===== src/rtl/blackparrot_fpga_host_cmd_arbiter.sv =====
// Round-robin arbiter for the shared host-to-BlackParrot command port.
// It tracks outstanding AXI writes with a credit counter and stalls writes
// when no credits are left. A fence is held until every outstanding write
// has completed.
module blackparrot_fpga_host_cmd_arbiter #(
  parameter int num_req_p     = 2,
  parameter int addr_width_p  = 64,
  parameter int data_width_p  = 64,
  parameter int max_credits_p = 16,
  localparam int gnt_w_lp     = (num_req_p > 1) ? $clog2(num_req_p) : 1,
  localparam int cnt_w_lp     = $clog2(max_credits_p + 1)
) (
  input  logic                              m_axi_aclk,
  input  logic                              m_axi_aresetn,
  input  logic [num_req_p-1:0]              req_v_i,
  input  logic [num_req_p-1:0]              req_fence_i,
  input  logic [num_req_p-1:0]              req_w_i,
  input  logic [num_req_p*addr_width_p-1:0] req_addr_i,
  input  logic [num_req_p*data_width_p-1:0] req_data_i,
  input  logic [num_req_p*3-1:0]            req_size_i,
  output logic [num_req_p-1:0]              req_ready_and_o,
  output logic                              cmd_v_o,
  output logic                              cmd_w_o,
  output logic [addr_width_p-1:0]           cmd_addr_o,
  output logic [data_width_p-1:0]           cmd_data_o,
  output logic [2:0]                        cmd_size_o,
  input  logic                              cmd_ready_and_i,
  input  logic                              wr_done_i,
  output logic [gnt_w_lp-1:0]               grant_o,
  output logic                              credits_empty_o,
  output logic                              error_o
);

  typedef enum logic [1:0] {e_idle, e_send, e_fence} state_e;

  state_e                state_q, state_d;
  logic [gnt_w_lp-1:0]   gnt_q, gnt_d;
  logic [gnt_w_lp-1:0]   rr_q, rr_d;
  logic [gnt_w_lp-1:0]   rr_next;
  logic [cnt_w_lp-1:0]   count_q, count_d;
  logic                  error_q, error_d;

  logic                  pick_found;
  logic [gnt_w_lp-1:0]   pick_idx;
  logic                  credits_full;
  logic                  send_v;
  logic                  cmd_hs;
  logic                  wr_hs;
  logic                  fence_done;

  assign credits_full    = (count_q == cnt_w_lp'(max_credits_p));
  assign credits_empty_o = (count_q == '0);
  assign error_o         = error_q;
  assign grant_o         = gnt_q;

  // The granted requester's fields go straight to the converter.
  assign cmd_w_o    = req_w_i[gnt_q];
  assign cmd_addr_o = req_addr_i[int'(gnt_q)*addr_width_p +: addr_width_p];
  assign cmd_data_o = req_data_i[int'(gnt_q)*data_width_p +: data_width_p];
  assign cmd_size_o = req_size_i[int'(gnt_q)*3 +: 3];

  // A write at full credits waits. A read goes ahead at any credit level.
  assign send_v     = (state_q == e_send) & req_v_i[gnt_q]
                    & ~(req_w_i[gnt_q] & credits_full);
  assign cmd_v_o    = send_v;
  assign cmd_hs     = send_v & cmd_ready_and_i;
  assign wr_hs      = cmd_hs & req_w_i[gnt_q];
  assign fence_done = (state_q == e_fence) & req_v_i[gnt_q] & credits_empty_o;

  assign rr_next = (int'(gnt_q) == num_req_p - 1) ? '0 : gnt_q + 1'b1;

  // Round-robin pick: first valid requester at or after rr_q, wrapping.
  always_comb begin
    int idx;
    idx        = 0;
    pick_found = 1'b0;
    pick_idx   = '0;
    for (int k = num_req_p - 1; k >= 0; k--) begin
      idx = int'(rr_q) + k;
      if (idx >= num_req_p) idx = idx - num_req_p;
      if (req_v_i[idx]) begin
        pick_found = 1'b1;
        pick_idx   = gnt_w_lp'(idx);
      end
    end
  end

  // Grant FSM next state and consume strobes.
  always_comb begin
    state_d         = state_q;
    gnt_d           = gnt_q;
    rr_d            = rr_q;
    req_ready_and_o = '0;
    case (state_q)
      e_idle: begin
        if (pick_found) begin
          gnt_d   = pick_idx;
          state_d = req_fence_i[pick_idx] ? e_fence : e_send;
        end
      end
      e_send: begin
        if (cmd_hs) begin
          req_ready_and_o[gnt_q] = 1'b1;
          rr_d                   = rr_next;
          state_d                = e_idle;
        end
      end
      e_fence: begin
        if (fence_done) begin
          req_ready_and_o[gnt_q] = 1'b1;
          rr_d                   = rr_next;
          state_d                = e_idle;
        end
      end
      default: state_d = e_idle;
    endcase
  end

  // Outstanding-write counter; a completion with nothing outstanding is flagged.
  always_comb begin
    count_d = count_q;
    error_d = error_q;
    if (wr_hs & ~wr_done_i) begin
      count_d = count_q + 1'b1;
    end else if (~wr_hs & wr_done_i) begin
      if (count_q == '0) error_d = 1'b1;
      else               count_d = count_q - 1'b1;
    end
  end

  // State registers with synchronous active-low reset.
  always_ff @(posedge m_axi_aclk) begin
    if (!m_axi_aresetn) begin
      state_q <= e_idle;
      gnt_q   <= '0;
      rr_q    <= '0;
      count_q <= '0;
      error_q <= 1'b0;
    end else begin
      state_q <= state_d;
      gnt_q   <= gnt_d;
      rr_q    <= rr_d;
      count_q <= count_d;
      error_q <= error_d;
    end
  end

endmodule

===== config.mk =====
export PLATFORM = sky130hd
export DESIGN_NAME = blackparrot_fpga_host_cmd_arbiter
export DESIGN_NICKNAME = d
export VERILOG_FILES = /design/src/rtl/blackparrot_fpga_host_cmd_arbiter.sv
export SDC_FILE = /design/constraint.sdc
export NUM_CORES = 1
export LEC_CHECK = 0
export ABC_AREA = 1
export ABC_CLOCK_PERIOD_IN_PS = 7250
export BUFFER_PORTS_ARGS = -buffer_cell sky130_fd_sc_hd__buf_4
export CORE_AREA = 2 2 159 161
export DETAILED_ROUTE_END_ITERATION = 6
export DIE_AREA = 0 0 161 163
export SLEW_MARGIN = 15
export SYNTH_ARGS = -nofsm -noshare
export SYNTH_HDL_FRONTEND = slang
export SYNTH_SLANG_ARGS = --single-unit

===== constraint.sdc =====
create_clock -name m_axi_aclk -period 7.25 [get_ports m_axi_aclk]
set_clock_uncertainty 0.15 [all_clocks]
set_input_delay 0 -clock m_axi_aclk [delete_from_list [all_inputs] [get_ports m_axi_aclk]]
set_output_delay 0 -clock m_axi_aclk [all_outputs]
set_load 0.05 [all_outputs]

### Word level (Yosys, flattened, before mapping)

Index checks and enable logic that the tools add are counted.

| word-level totals | value |
|---|---|
| word-level logic and storage cells | 87 |
| register bits | 10 |
| input bits | 272 |
| output and inout port bits | 138 |

| operators by class | value |
|---|---|
| bitwise logic cells | 13 |
| shift-type cells | 3 |
| equality and inequality tests | 7 |
| reduce and logical (&&, ||, !) cells | 10 |
| mux-type cells | 35 |
| multiply operators | 1 |
| order comparisons | 7 |
| $add $sub $neg | 6 |

Operators by type and width:

| cell | number |
|---|---|
| $shiftx 128x8->64 | 2 |
| $lt 32x3->1 const B | 2 |
| $mux 32 | 2 |
| $mux 1 | 20 |
| $mux 5 | 3 |
| $mux 2 | 6 |
| $and 1x1->1 | 9 |
| $reduce_and 3->1 | 3 |
| $ne 2x2->1 const B | 3 |
| $pmux 2 s3 | 1 |
| $shiftx 6x4->3 | 1 |
| $add 5x1->5 const B | 1 |
| $eq 5x5->1 const B | 1 |
| $logic_not 5->1 | 1 |
| $sub 5x1->5 const B | 1 |
| $lt 1x2->1 const B | 2 |
| $not 1->1 | 4 |
| $pmux 2 s2 | 1 |
| $reduce_and 2->1 | 2 |
| $reduce_bool 2->1 | 2 |
| $mul 1x2->3 const B | 1 |
| $sub 1x2->3 const B | 1 |
| $sub 2x2->3 const B | 1 |
| $add 1x1->2 const B | 1 |
| 11 further kinds | 11 |

### Logic depth before layout (Yosys ltp)

| depth | value |
|---|---|
| word-level depth | 13 |
| gate-level depth with buffers | 19 |
| gate-level depth less buffers | 19 |

### Worst setup path before layout

Ideal clock, no wire load.

| timing path | value |
|---|---|
| kind | register -> register |
| start point | register gnt_q, in the netlist grant_o |
| end point | register count_q[4] |
| arrival | 2.758 ns |
| clock period less this slack | 3.021 ns |
| stages on the path, launching flop included | 18 |
| data required time | 6.987 ns |
| setup time | 0.113 ns |
| buffers on the path | 1 |
| setup slack | 4.229 ns |
| cells stage by stage | dfxtp_1 > buf_6 > nand2_1 > nand2_2 > nand2_1 > nand3_2 > inv_1 > nand2_1 > inv_1 > ha_1 > inv_1 > ha_1 > a21oi_1 > nor2_1 > o21ai_0 > nand3_1 > nor2_1 > nor2_1 |

| on the way | value |
|---|---|
| word-level cells in the longest chain between the ends | 11 |
| elaborated cells between the ends (all ways) | 17 |
| those cells by class | eq/ne: 1; mux: 5; bitwise: 9; reduce/logical: 2 |

RTL lines:

| what | RTL line | RTL |
|---|---|---|
| start: declaration | 37 | `logic [gnt_w_lp-1:0] gnt_q, gnt_d;` |
| start signal: assignment | 141 | `gnt_q <= gnt_d;` |
| $mux 1 * (2 in series) | n/a |  |
| via cmd_w_o | 23 | `output logic cmd_w_o,` |
| $and 1x1->1 | 64 | `& ~(req_w_i[gnt_q] & credits_full);` |
| $not 1->1 | 64 |  |
| $and 1x1->1 | 64 |  |
| $and 1x1->1 | 66 | `assign cmd_hs = send_v & cmd_ready_and_i;` |
| $and 1x1->1 * | 67 | `assign wr_hs = cmd_hs & req_w_i[gnt_q];` |
| $not 1->1 | 125 | `end else if (~wr_hs & wr_done_i) begin` |
| $and 1x1->1 | 125 |  |
| $reduce_bool 2->1 (no source line) | n/a |  |
| $reduce_and 2->1 (no source line) | n/a |  |
| end signal: assignment | 143 | `count_q <= count_d;` |
| end: declaration | 40 | `logic [cnt_w_lp-1:0] count_q, count_d;` |

Mark *: on every way through the listed nets, which the timed path passes. The rest lies on a longest branch. The select of a mux whose other input is x is not followed.
A chain may end at the register's enable or synchronous reset.

### Worst setup path after layout

| timing path | value |
|---|---|
| start point | register gnt_q, in the netlist grant_o |
| end point | register count_q[4] |

| on the way | value |
|---|---|
| word-level cells in the longest chain between the ends | 11 |
| elaborated cells between the ends (all ways) | 17 |
| those cells by class | eq/ne: 1; mux: 5; bitwise: 9; reduce/logical: 2 |

RTL lines:

| what | RTL line |
|---|---|
| $mux 1 (implied by the code) (2 in series) | 64, 67 |
| $and 1x1->1 | 64 |
| $not 1->1 | 64 |
| $and 1x1->1 | 64 |
| $and 1x1->1 | 66 |
| $and 1x1->1 * | 67 |
| $not 1->1 | 125 |
| $and 1x1->1 | 125 |
| $reduce_bool 2->1 (no source line) | n/a |
| $reduce_and 2->1 (no source line) | n/a |

Every way passes the cells marked *; elsewhere a longest branch is shown, timed or not. The select of a mux whose other input is x is not followed.

==> results.md <==
* Status: finished, final reports clean
* Worst-path maximum fanout at 66
* Startpoint types: flop
* Vias in the first global route at 4,278
* Syn_area_per_cell at 4.54 um^2
* Worst min-delay path class: input pin to flop
* Die X at 161 um
* Post-CTS setup buffer count at 0
* Post-CTS resize count at 0
* Vias at 4,602
* Post-DP HPWL at 13.2 mm
* Clock Path Buffers at 2
* Worst skew pair latency at 0.23 ns
* Synth Instances at 530
* Pwr dens at 284 nW/um^2
* Row cnt at 58
* Area delta synth->final at 145%
* Yosys top cell by area: nand2_1
* R2R Path End: count_q[4]$_SDFFE_PN0P_
* Crit path time final at 3.48 ns
* Combinational power share at 0.866
* Net Sw Power at 1060 uW
* Rel. slew slack at 0.448
* Hold EP: error_o$_SDFFE_PN0P_
* Sequential fraction of the synthesis area at 0.0833
* Cell leakage power at 0.00356 uW
* Post-synthesis compound-gate area fraction at 0.0474
* DIE AREA at 26,200 um^2
* Critical-path cell list: inv_4, nand2_1, nand2_2, nand2_1, nand3_2, inv_1, nand2_1, inv_1, ha_1, inv_1, fa_1, a21oi_1, nor2_1, o21ai_0, nand3_1, nor2_1, nor2_1
* Clock edge transition at the registers on the reported setup and hold paths at 0.04 ns
* Most common cell after layout, fill and taps aside: nand2_1
* Worst R2R Start: grant_o$_SDFFE_PN0P_
* Commonest cells after routing, fill and taps aside: 413 x nand2_1, 411 x buf_4, 14 x inv_1, 12 x nor2_1
* Antenna-violating nets left at 0
* Netlist cell types at 29
* Hold Buf Count CTS at 2
* Ports at 410
* FMAX at 287 MHz
* First-pass GRT wire length at 21.8 mm
* Post-Synth Simple-Gate Area at 0.732
* Post-Synth Adder-Cell Area at 0.0500
* CP Data Required Time at 7.23 ns
* Net Sw Frac at 0.638
* Number of port buffers at 409
* Initial Util at 0.0974
* Initial antenna violation count at 0
* Int Pwr at 605 uW
* Synth area leaders: nand2_1 64%, dfxtp_1 8.3%, ha_1 4.2%, clkbuf_1 2.5%, inv_1 2.2%
* Layout cells sized above 1 at 0.469
* Final setup vio count at 0
* Fin Setup TNS at 0 ns
* Drt wl/cell at 12.5 um
* Max Cap Violations at 0
* Worst hold path startpoint: wr_done_i
* H-tree Lvls at 1
* Arrival time at the worst endpoint at 3.46 ns
* Fin nets at 1,200
* Post-Synthesis Cell Area at 2400 um^2
* Crit path max-delay family: simple AND/OR/NAND/NOR gates
* Net Count, Synth at 811
* Starting DRT DRC Count at 152
* DR DRC count at 0
* CTS sink cnt at 10
* CP peak stage delay at 0.78 ns
* Util after Layout at 0.238
* WHS Path Cells at 4
* Largest net degree at the start of global routing at 78
* Cts bufs inserted at 3
* Share of the synthesized area in the top cell type at 0.645
* Crit path kind: flop to flop
* Crit share post-route at 0.480
* Wirelength, routed at 15.6 mm
* CP endpoint kind: flop
* Largest family of logic cells by synthesized area: simple AND/OR/NAND/NOR gates
* VDD IR max at 0.000147 V
* Reg-to-reg slack, setup at 3.77 ns
* GPL Wtd Cong at 0.778
* Antenna fix cells at 0
* Slew @ Worst Pin at 0.828 ns
* Clock tree from TritonCTS: yes
* Die Ht at 163 um
* Synth warn at 0
* Cell count along the critical path at 17
* Clock network power share at 0.059
* Flop pwr share at 0.074
* Slowest-stage cell, CP: dfxtp_4
* Hold_ws at 0.00865 ns
* Vias per Instance at 3.69
* GRT Overall Usage at 0.103
* TritonRoute pass-1 iters at 4
* CP bufs+invs at 4
* Final Max Tran Viols at 0
* Post-synthesis mux area share at 0
* Worst reg2reg path depth at 17
* Final Hold Fails at 0
* Synth Area in XOR/XNOR at 0.00729
* Gr ovfl total at 0
* Core box area at 24,700 um^2
* RSZ-0062 raised after global routing: false
* Yosys reg bits at 10
* Clk Tree Root Cell: clkbuf_16
[worst register-to-register path: stages, from the launching register on]
cell	delay (ns)
dfxtp_4	0.78
inv_4	0.46
nand2_1	0.19
nand2_2	0.07
nand2_1	0.09
nand3_2	0.09
inv_1	0.07
nand2_1	0.06
inv_1	0.06
ha_1	0.15
inv_1	0.15
fa_1	0.45
a21oi_1	0.15
nor2_1	0.06
o21ai_0	0.14
nand3_1	0.10
nor2_1	0.11
nor2_1	0.05
[layout make-up]
class	count	area (um^2)
inverter	17	66.3
tap	330	413
multi-input combinational	474	2010
fill	2842	18800
clock buffer	4	78.8
sequential	10	204
timing repair buffer	413	3110
[worst max-delay path by stage]
stage	start	end	slack (ns)
3_3_place_gp	grant_o$_SDFFE_PN0P_	count_q[4]$_SDFFE_PN0P_	3.79
2_1_floorplan	grant_o$_SDFFE_PN0P_	count_q[4]$_SDFFE_PN0P_	4.23
6_report	grant_o$_SDFFE_PN0P_	count_q[4]$_SDFFE_PN0P_	3.77
3_5_place_dp	grant_o$_SDFFE_PN0P_	count_q[4]$_SDFFE_PN0P_	3.78
4_1_cts	grant_o$_SDFFE_PN0P_	count_q[4]$_SDFFE_PN0P_	3.78
5_1_grt	grant_o$_SDFFE_PN0P_	count_q[4]$_SDFFE_PN0P_	3.32
[routing by layer]
layer / routed length, um / part of all wire / up-vias / GRT usage
li1: - / - / 2360 / -
met2: 8150 / 0.52 / 256 / 0.202
met3: 1420 / 0.091 / 2 / 0.0216
met1: 5980 / 0.38 / 1984 / 0.120
met5: 0 / 0 / - / 0
met4: 15 / 0.00096 / 0 / 0.00487
[state kept, by name, summed over array words and instances, names as in the netlist]
| signal | count |
|---|---|
| grant_o | 1 |
| error_o | 1 |
| state_q | 2 |
| count_q | 5 |
| rr_q | 1 |
[cells in the mapped netlist (all sizes together)]
master,instances
o21ai,7
dfxtp,10
nand3,7
ha,8
inv,16
a31oi,1
a21oi,10
nand4,3
nor2,15
buf,13
xor2,1
clkinv,1
nand3b,1
fa,1
and2,1
xnor2,1
clkbuf,16
nand2,418
[kinds of logic after synthesis]
group | count (synthesis)
AO/OA/AOI/OAI | 18
XOR/XNOR | 2
adder cells (fa/ha/maj) | 9
buffers and inverters | 46
flip-flops | 10
AND/OR/NAND/NOR | 445
[stage by stage]
step	total power [uW]	cell area [um^2]	std cells	setup WS [ns]
after global routing	1780	5880	1248	3.32
after detailed placement	1580	5780	1242	3.78
after global placement	1580	5780	1242	3.79
final	1670	5880	1248	3.77
after floorplan	1100	2400	530	4.23
after CTS	1680	5880	1248	3.78
[power by group through the flow]
stage | Combinational, uW | Clock [uW] | Sequential (uW)
3_5_place_dp | 1460 | 0 | 125
6_report | 1450 | 98.8 | 124
5_1_grt | 1540 | 103 | 132
2_1_floorplan | 991 | 0 | 109
4_1_cts | 1460 | 100 | 125
3_3_place_gp | 1450 | 0 | 126
Note: power is estimated with default switching activity, not from simulation.
